### src/rtl/imem_loader_if.sv
// imem_loader_if: byte-stream handshake, instruction-memory write port and status signals of the image loader
interface imem_loader_if;
  logic        start;
  logic        byte_valid;
  logic [7:0]  byte_data;
  logic        byte_ready;
  logic        mem_we;
  logic [31:0] mem_addr;
  logic [31:0] mem_wdata;
  logic        core_rst;
  logic        busy;
  logic        done;
  logic        error;
  modport master (
    output start, byte_valid, byte_data,
    input  byte_ready, mem_we, mem_addr, mem_wdata, core_rst, busy, done, error
  );
  modport slave (
    input  start, byte_valid, byte_data,
    output byte_ready, mem_we, mem_addr, mem_wdata, core_rst, busy, done, error
  );
endinterface

### src/rtl/imem_loader.sv
// imem_loader: boot loader packing a little-endian byte stream into instruction-memory words, holding core_rst low until the image is complete (ports: clk, rst active-low sync, bus = imem_loader_if.slave; optional trailing XOR checksum under IMEM_LOADER_CHECKSUM_EN)
module imem_loader #(
  parameter int          DEPTH     = 32,
  parameter logic [31:0] BASE_ADDR = 32'h0
) (
  input logic         clk,
  input logic         rst,
  imem_loader_if.slave bus
);
`ifdef IMEM_LOADER_CHECKSUM_EN
  typedef enum logic [2:0] {IDLE, HDR0, HDR1, DATA, LAST, DONE, ERROR, CSUM} state_t;
  localparam state_t END_HDR  = CSUM;
  localparam state_t END_DATA = CSUM;
`else
  typedef enum logic [2:0] {IDLE, HDR0, HDR1, DATA, LAST, DONE, ERROR} state_t;
  localparam state_t END_HDR  = DONE;
  // LAST covers the final write cycle so done rises only after the last word lands
  localparam state_t END_DATA = LAST;
`endif
  state_t      state_q, state_d;
  logic [15:0] cnt_q, word_cnt_q;
  logic [1:0]  idx_q;
  logic [23:0] buf_q;
  logic        byte_ready_q, mem_we_q, core_rst_q, busy_q, done_q, error_q;
  logic [31:0] mem_addr_q, mem_wdata_q;
  logic        hs, go, word_end, last_word, in_csum;
  logic [15:0] n_hdr;
  assign hs        = bus.byte_valid & byte_ready_q;
  assign go        = bus.start & (state_q == IDLE || state_q == DONE || state_q == ERROR);
  assign n_hdr     = {bus.byte_data, cnt_q[7:0]};
  assign word_end  = hs & (state_q == DATA) & (idx_q == 2'd3);
  assign last_word = word_cnt_q == cnt_q - 16'd1;
`ifdef IMEM_LOADER_CHECKSUM_EN
  logic [7:0] csum_q;
  assign in_csum = state_d == CSUM;
`else
  assign in_csum = 1'b0;
`endif
  assign bus.byte_ready = byte_ready_q;
  assign bus.mem_we     = mem_we_q;
  assign bus.mem_addr   = mem_addr_q;
  assign bus.mem_wdata  = mem_wdata_q;
  assign bus.core_rst   = core_rst_q;
  assign bus.busy       = busy_q;
  assign bus.done       = done_q;
  assign bus.error      = error_q;
  always_comb begin
    state_d = state_q;
    case (state_q)
      IDLE, DONE, ERROR: state_d = go ? HDR0 : state_q;
      HDR0: state_d = hs ? HDR1 : HDR0;
      HDR1: state_d = !hs ? HDR1 : n_hdr > 16'(DEPTH) ? ERROR : n_hdr == 16'd0 ? END_HDR : DATA;
      DATA: state_d = word_end && last_word ? END_DATA : DATA;
      LAST: state_d = DONE;
`ifdef IMEM_LOADER_CHECKSUM_EN
      CSUM: state_d = !hs ? CSUM : bus.byte_data == csum_q ? DONE : ERROR;
`endif
      default: state_d = IDLE;
    endcase
  end
  always_ff @(posedge clk) begin
    if (!rst) begin
      state_q      <= IDLE;
      cnt_q        <= '0;
      word_cnt_q   <= '0;
      idx_q        <= '0;
      buf_q        <= '0;
      byte_ready_q <= 1'b0;
      mem_we_q     <= 1'b0;
      core_rst_q   <= 1'b0;
      busy_q       <= 1'b0;
      done_q       <= 1'b0;
      error_q      <= 1'b0;
      mem_addr_q   <= '0;
      mem_wdata_q  <= '0;
`ifdef IMEM_LOADER_CHECKSUM_EN
      csum_q       <= '0;
`endif
    end else begin
      state_q      <= state_d;
      byte_ready_q <= state_d inside {HDR0, HDR1, DATA} || in_csum;
      busy_q       <= state_d inside {HDR0, HDR1, DATA, LAST} || in_csum;
      done_q       <= state_d == DONE;
      core_rst_q   <= state_d == DONE;
      error_q      <= state_d == ERROR;
      mem_we_q     <= word_end;
      if (go) begin
        word_cnt_q <= '0;
        idx_q      <= '0;
      end
      if (hs && state_q == HDR0) cnt_q[7:0] <= bus.byte_data;
      if (hs && state_q == HDR1) cnt_q[15:8] <= bus.byte_data;
      if (hs && state_q == DATA) begin
        idx_q <= idx_q + 2'd1;
        buf_q <= {bus.byte_data, buf_q[23:8]};
      end
      if (word_end) begin
        mem_wdata_q <= {bus.byte_data, buf_q};
        mem_addr_q  <= BASE_ADDR + {14'd0, word_cnt_q, 2'b00};
        word_cnt_q  <= word_cnt_q + 16'd1;
      end
`ifdef IMEM_LOADER_CHECKSUM_EN
      if (go) csum_q <= '0;
      else if (hs && state_q != CSUM) csum_q <= csum_q ^ bus.byte_data;
`endif
    end
  end
endmodule

### src/flat_wrapper.sv
// flat-port wrapper written by rule: the top's interface ports become plain ports
module imem_loader_flat 
#(
  parameter int          DEPTH     = 32,
  parameter logic [31:0] BASE_ADDR = 32'h0
)
  (clk, rst, bus_start, bus_byte_valid, bus_byte_data, bus_byte_ready, bus_mem_we, bus_mem_addr, bus_mem_wdata, bus_core_rst, bus_busy, bus_done, bus_error);
  imem_loader_if bus_i ();
  input logic clk;
  input logic rst;
  input wire logic [$bits(bus_i.start)-1:0] bus_start;
  input wire logic [$bits(bus_i.byte_valid)-1:0] bus_byte_valid;
  input wire logic [$bits(bus_i.byte_data)-1:0] bus_byte_data;
  output wire logic [$bits(bus_i.byte_ready)-1:0] bus_byte_ready;
  output wire logic [$bits(bus_i.mem_we)-1:0] bus_mem_we;
  output wire logic [$bits(bus_i.mem_addr)-1:0] bus_mem_addr;
  output wire logic [$bits(bus_i.mem_wdata)-1:0] bus_mem_wdata;
  output wire logic [$bits(bus_i.core_rst)-1:0] bus_core_rst;
  output wire logic [$bits(bus_i.busy)-1:0] bus_busy;
  output wire logic [$bits(bus_i.done)-1:0] bus_done;
  output wire logic [$bits(bus_i.error)-1:0] bus_error;
  assign bus_i.start = bus_start;
  assign bus_i.byte_valid = bus_byte_valid;
  assign bus_i.byte_data = bus_byte_data;
  assign bus_byte_ready = bus_i.byte_ready;
  assign bus_mem_we = bus_i.mem_we;
  assign bus_mem_addr = bus_i.mem_addr;
  assign bus_mem_wdata = bus_i.mem_wdata;
  assign bus_core_rst = bus_i.core_rst;
  assign bus_busy = bus_i.busy;
  assign bus_done = bus_i.done;
  assign bus_error = bus_i.error;
  imem_loader #(.DEPTH(DEPTH), .BASE_ADDR(BASE_ADDR)) u_core (.clk(clk), .rst(rst), .bus(bus_i));
endmodule
### config.mk
export PLATFORM = sky130hd
export DESIGN_NAME = imem_loader_flat
export DESIGN_NICKNAME = d
export VERILOG_FILES = /design/src/rtl/imem_loader_if.sv /design/src/rtl/imem_loader.sv /design/src/flat_wrapper.sv
export SDC_FILE = /design/constraint.sdc
export NUM_CORES = 1
export LEC_CHECK = 0
export CORE_MARGIN = 10
export CORE_UTILIZATION = 30
export CTS_CLUSTER_SIZE = 24
export DETAILED_ROUTE_END_ITERATION = 6
export HOLD_SLACK_MARGIN = 0.06
export PLACE_DENSITY = 0.59
export SKIP_LAST_GASP = 1
export SLEW_MARGIN = 20
export SYNTH_ARGS = -nofsm -noshare
export SYNTH_HDL_FRONTEND = slang
export SYNTH_SLANG_ARGS = --single-unit
### constraint.sdc
create_clock -name clk -period 2.58 [get_ports clk]
set_clock_uncertainty 0.05 [all_clocks]
set_input_delay 0.516 -clock clk [delete_from_list [all_inputs] [get_ports clk]]
set_output_delay 0.516 -clock clk [all_outputs]
set_load 0.02 [all_outputs]
==> parameters.txt <==
Parameter                              Value

Timing
  Part of the cycle the worst path needs    around nine tenths
  F_max    about 430 MHz
  Setup repair after global routing missed its margin    no
  Final slew viol count    0
  Final setup violation count    0
  Final hold violation count    0
  Post-layout min period    2.31 ns
  Fin Setup TNS    0 ns

Synthesis
  Most used flip-flop cell after synthesis    sky130_fd_sc_hd__dfxtp_1
  Yosys warning count    0
  Syn Std Cell Area    5360 sq um
  Number of instances in the synthesized netlist    633
  Count of flip-flops with a built-in enable after synthesis    0
  Flip-flop and latch count after synthesis    114
  Share of the yosys chip area belonging to registers    around 43%
  Synthesized area per cell    8.46 sq um
  Share of synthesized registers carrying an async set or reset    0%
  Post-synthesis cell type count    65

Clock network
  # clock sinks    114
  Root buffer selected by CTS    sky130_fd_sc_hd__clkbuf_16
  Clock transition at the register clock pins on the worst setup and hold paths after CTS    0.05 ns
  H-tree lvl count    4
  Maximum clock insertion buffer count    2
  Clock tree from TritonCTS    built
  Number of clock buffers inserted by TritonCTS    17
  Clock latency of the later-clocked register in the worst-skew pair    0.42 ns
  Buffers inserted during post-CTS setup optimization    0
  CTS Hold Buffers Added    0
  Post-cts resize count    0

Placement
  Placed Cells incl. Taps    898
  Routability Congestion    ~0.83
  Number of input and output port buffers inserted    65
  Estimated wirelength of the detail-placed design    9430 microns

Die
  Width of the die    154 microns
  Number of cell rows    48
  Initial Util    just over 30%
  Core area    17400 sq um
  Count of boundary I/O pins    82
  Vertical die dimension    ~150 microns
  Overall die area    23600 sq um

Routing
  Antenna-violating nets left    0
  M1 WL    6630 microns
  Wirelength, routed    13500 microns
  Final routed wire length divided by cell count    approximately 15 microns
  Initial DRC Count    264
  Total DRC errors in the routed layout    0
  Routed wire length on met2    between 5000 and 6000 microns
  Initial DRT Pass Iterations    5
  Via total after detailed routing    around 4400
  Top routing layer used    met4
  Vias per cell    roughly 4.7
  Met3 WL post-DR    721 microns

Run
  Number of maximum-capacitance violations    0

Min path
  Path class of the lowest-slack min-delay path    register to register

Layout
  Most frequent cells in the layout    165 x sky130_fd_sc_hd__nand2_1, 114 x sky130_fd_sc_hd__dfxtp_1, 64 x sky130_fd_sc_hd__clkdlybuf4s50_1, 63 x sky130_fd_sc_hd__a21boi_0, 25 x sky130_fd_sc_hd__nor2_1
  Most common library cell in the layout ignoring fill and taps    sky130_fd_sc_hd__nand2_1
  Relative area change from synthesis to final layout    26.6%
  Share of final-layout standard cells stronger than drive strength 1    a little under a tenth
  Number of antenna diodes    0
  Final net count    just over 700
  # fillers    about 1800
  Area of the multi-input gates    2770 sq um
  Post-Layout Cell Count    approximately 930
  Seq. cell area    2280 sq um
  Final core occ    38.9%

Setup path
  Crit Path Class    register to register
  Worst setup EP type    register
  Required time reported for the critical path endpoint    2.84 ns
  Worst endpoint data arrival time    approximately 2.6 ns
  CP Launch Type    register
  Maximum fanout count along the critical path    6

Status
  Status    finished clean

GRT
  Total grt overflow    0
  Pin count of the biggest net entering global routing    113
  Vias in the first global route    4150
  Number of antenna violations at the first check in global routing    0
  Global-route wire length before repair    22300 microns
  Global routing usage summed across all routing layers    11.5%

Power
  Leak    2.36 nW
  Pwr per Cell Area    677 nW/um^2
  Peak supply drop    477 uV
  Design Power    4.59 mW
==> state kept, by name (all words and copies together), names as in the netlist <==
name                   count
u_core.bus.mem_wdata      32
u_core.buf_q              24
u_core.bus.mem_addr       16
u_core.cnt_q              16
u_core.word_cnt_q         16
u_core.state_q             3
u_core.idx_q               2
u_core.bus.busy            1
u_core.bus.byte_ready      1
u_core.bus.core_rst        1
u_core.bus.error           1
u_core.bus.mem_we          1
==> per-layer routing <==
metal | global-route usage, % | vias up
met5 | 0 | -
met4 | 5.13 | 0
met3 | 3.43 | 18
met2 | 16.7 | 93
met1 | 15.3 | 2059
li1 | - | 2229
==> area by class of cell <==
type / count / area share [%]
Multi-Input combinational cell: 467 / 40.9
Sequential cell: 114 / 33.7
Timing Repair Buffer: 86 / 12.2
Clock buffer: 21 / 6.79
Tap cell: 225 / 4.15
Clock inverter: 10 / 1.97
Inverter: 6 / 0.332
==> logic make-up after synthesis <==
group / Yosys count / share of synthesized area (%)
simple gates: 277 / 23.9
compound gates: 133 / 18.9
flops: 114 / 42.6
buf+inv: 67 / 6.91
xor+xnor: 20 / 3.53
mux: 18 / 3.36
fa+ha+maj: 3 / 0.701
other cells: 1 / 0.0700
==> stage by stage <==
stage | setup slack (ns) | instance area [sq um] | hold slack (ns)
2_1_floorplan | 0.410 | 5410 | 0.391
3_3_place_gp | 0.145 | 6190 | 0.398
3_5_place_dp | 0.104 | 6190 | 0.401
4_1_cts | 0.260 | 6780 | 0.408
5_1_grt | 0.0945 | 6780 | 0.431
6_report | 0.269 | 6780 | 0.402
==> cells in the mapped netlist (2+ instances only) <==
cell type                  count  area share (%)
sky130_fd_sc_hd__and3b_1       2            0.33
sky130_fd_sc_hd__nor4_1        3            0.35
sky130_fd_sc_hd__o21ai_1       5            0.47
sky130_fd_sc_hd__o21a_1        3            0.42
sky130_fd_sc_hd__clkbuf_1     31             2.2
sky130_fd_sc_hd__nand3_1      16             1.5
sky130_fd_sc_hd__nand2_1     166              12
sky130_fd_sc_hd__nand2b_1      6            0.70
sky130_fd_sc_hd__xor2_1       11             1.8
sky130_fd_sc_hd__nor4b_1       2            0.33
sky130_fd_sc_hd__a21oi_1      13             1.2
sky130_fd_sc_hd__nand3b_1      4            0.56
sky130_fd_sc_hd__nor2_1       25             1.8
sky130_fd_sc_hd__or4_1         2            0.28
sky130_fd_sc_hd__o21ai_0       7            0.65
sky130_fd_sc_hd__a21boi_1     16             2.2
sky130_fd_sc_hd__buf_6         4            0.84
sky130_fd_sc_hd__a21boi_0     63             8.8
sky130_fd_sc_hd__xnor2_1       8             1.3
sky130_fd_sc_hd__a22o_1        2            0.33
sky130_fd_sc_hd__inv_1         5            0.35
sky130_fd_sc_hd__mux2i_1      18             3.4
sky130_fd_sc_hd__nor3_1        7            0.65
sky130_fd_sc_hd__nand4_1       4            0.47
sky130_fd_sc_hd__buf_1         2            0.14
sky130_fd_sc_hd__buf_4        22             3.1
sky130_fd_sc_hd__dfxtp_1     114              43
sky130_fd_sc_hd__a41oi_1       4            0.65
sky130_fd_sc_hd__o211a_1       2            0.37
sky130_fd_sc_hd__and2_1        5            0.58
sky130_fd_sc_hd__nor2b_1      18             2.1
sky130_fd_sc_hd__ha_1          3            0.70
sky130_fd_sc_hd__and3_1        8            0.93
==> path summary, 6_finish.rpt <==
| check | startpoint | end | slack, ns | depth (start not counted) |
|---|---|---|---|---|
| setup / recovery | u_core.cnt_q[0] | u_core.state_q[0] | 0.27 | 8 |
| hold / removal | u_core.bus.mem_addr[9] | u_core.bus.mem_addr[9] | 0.40 | 2 |
| setup reg to reg | u_core.cnt_q[0] | u_core.state_q[0] | 0.27 | 8 |
| hold reg to reg | u_core.bus.mem_addr[9] | u_core.bus.mem_addr[9] | 0.40 | 2 |
==> critical path, cell delays in order (launching register included) <==
cell                      delay (ns)
sky130_fd_sc_hd__dfxtp_1        0.34
sky130_fd_sc_hd__inv_1          0.07
sky130_fd_sc_hd__ha_1           0.24
sky130_fd_sc_hd__or4b_1         0.59
sky130_fd_sc_hd__nor3_2         0.22
sky130_fd_sc_hd__mux2i_1        0.11
sky130_fd_sc_hd__nor4_2         0.21
sky130_fd_sc_hd__nand4_2        0.18
sky130_fd_sc_hd__and3_1         0.19
==> power breakdown <==
part | switching, mW | total (mW) | internal [mW]
Clock | 0.800 | 2.35 | 1.55
Combinational | 0.229 | 0.412 | 0.183
Sequential | 0.0354 | 1.82 | 1.79
Power figures use the tool's default switching activity.
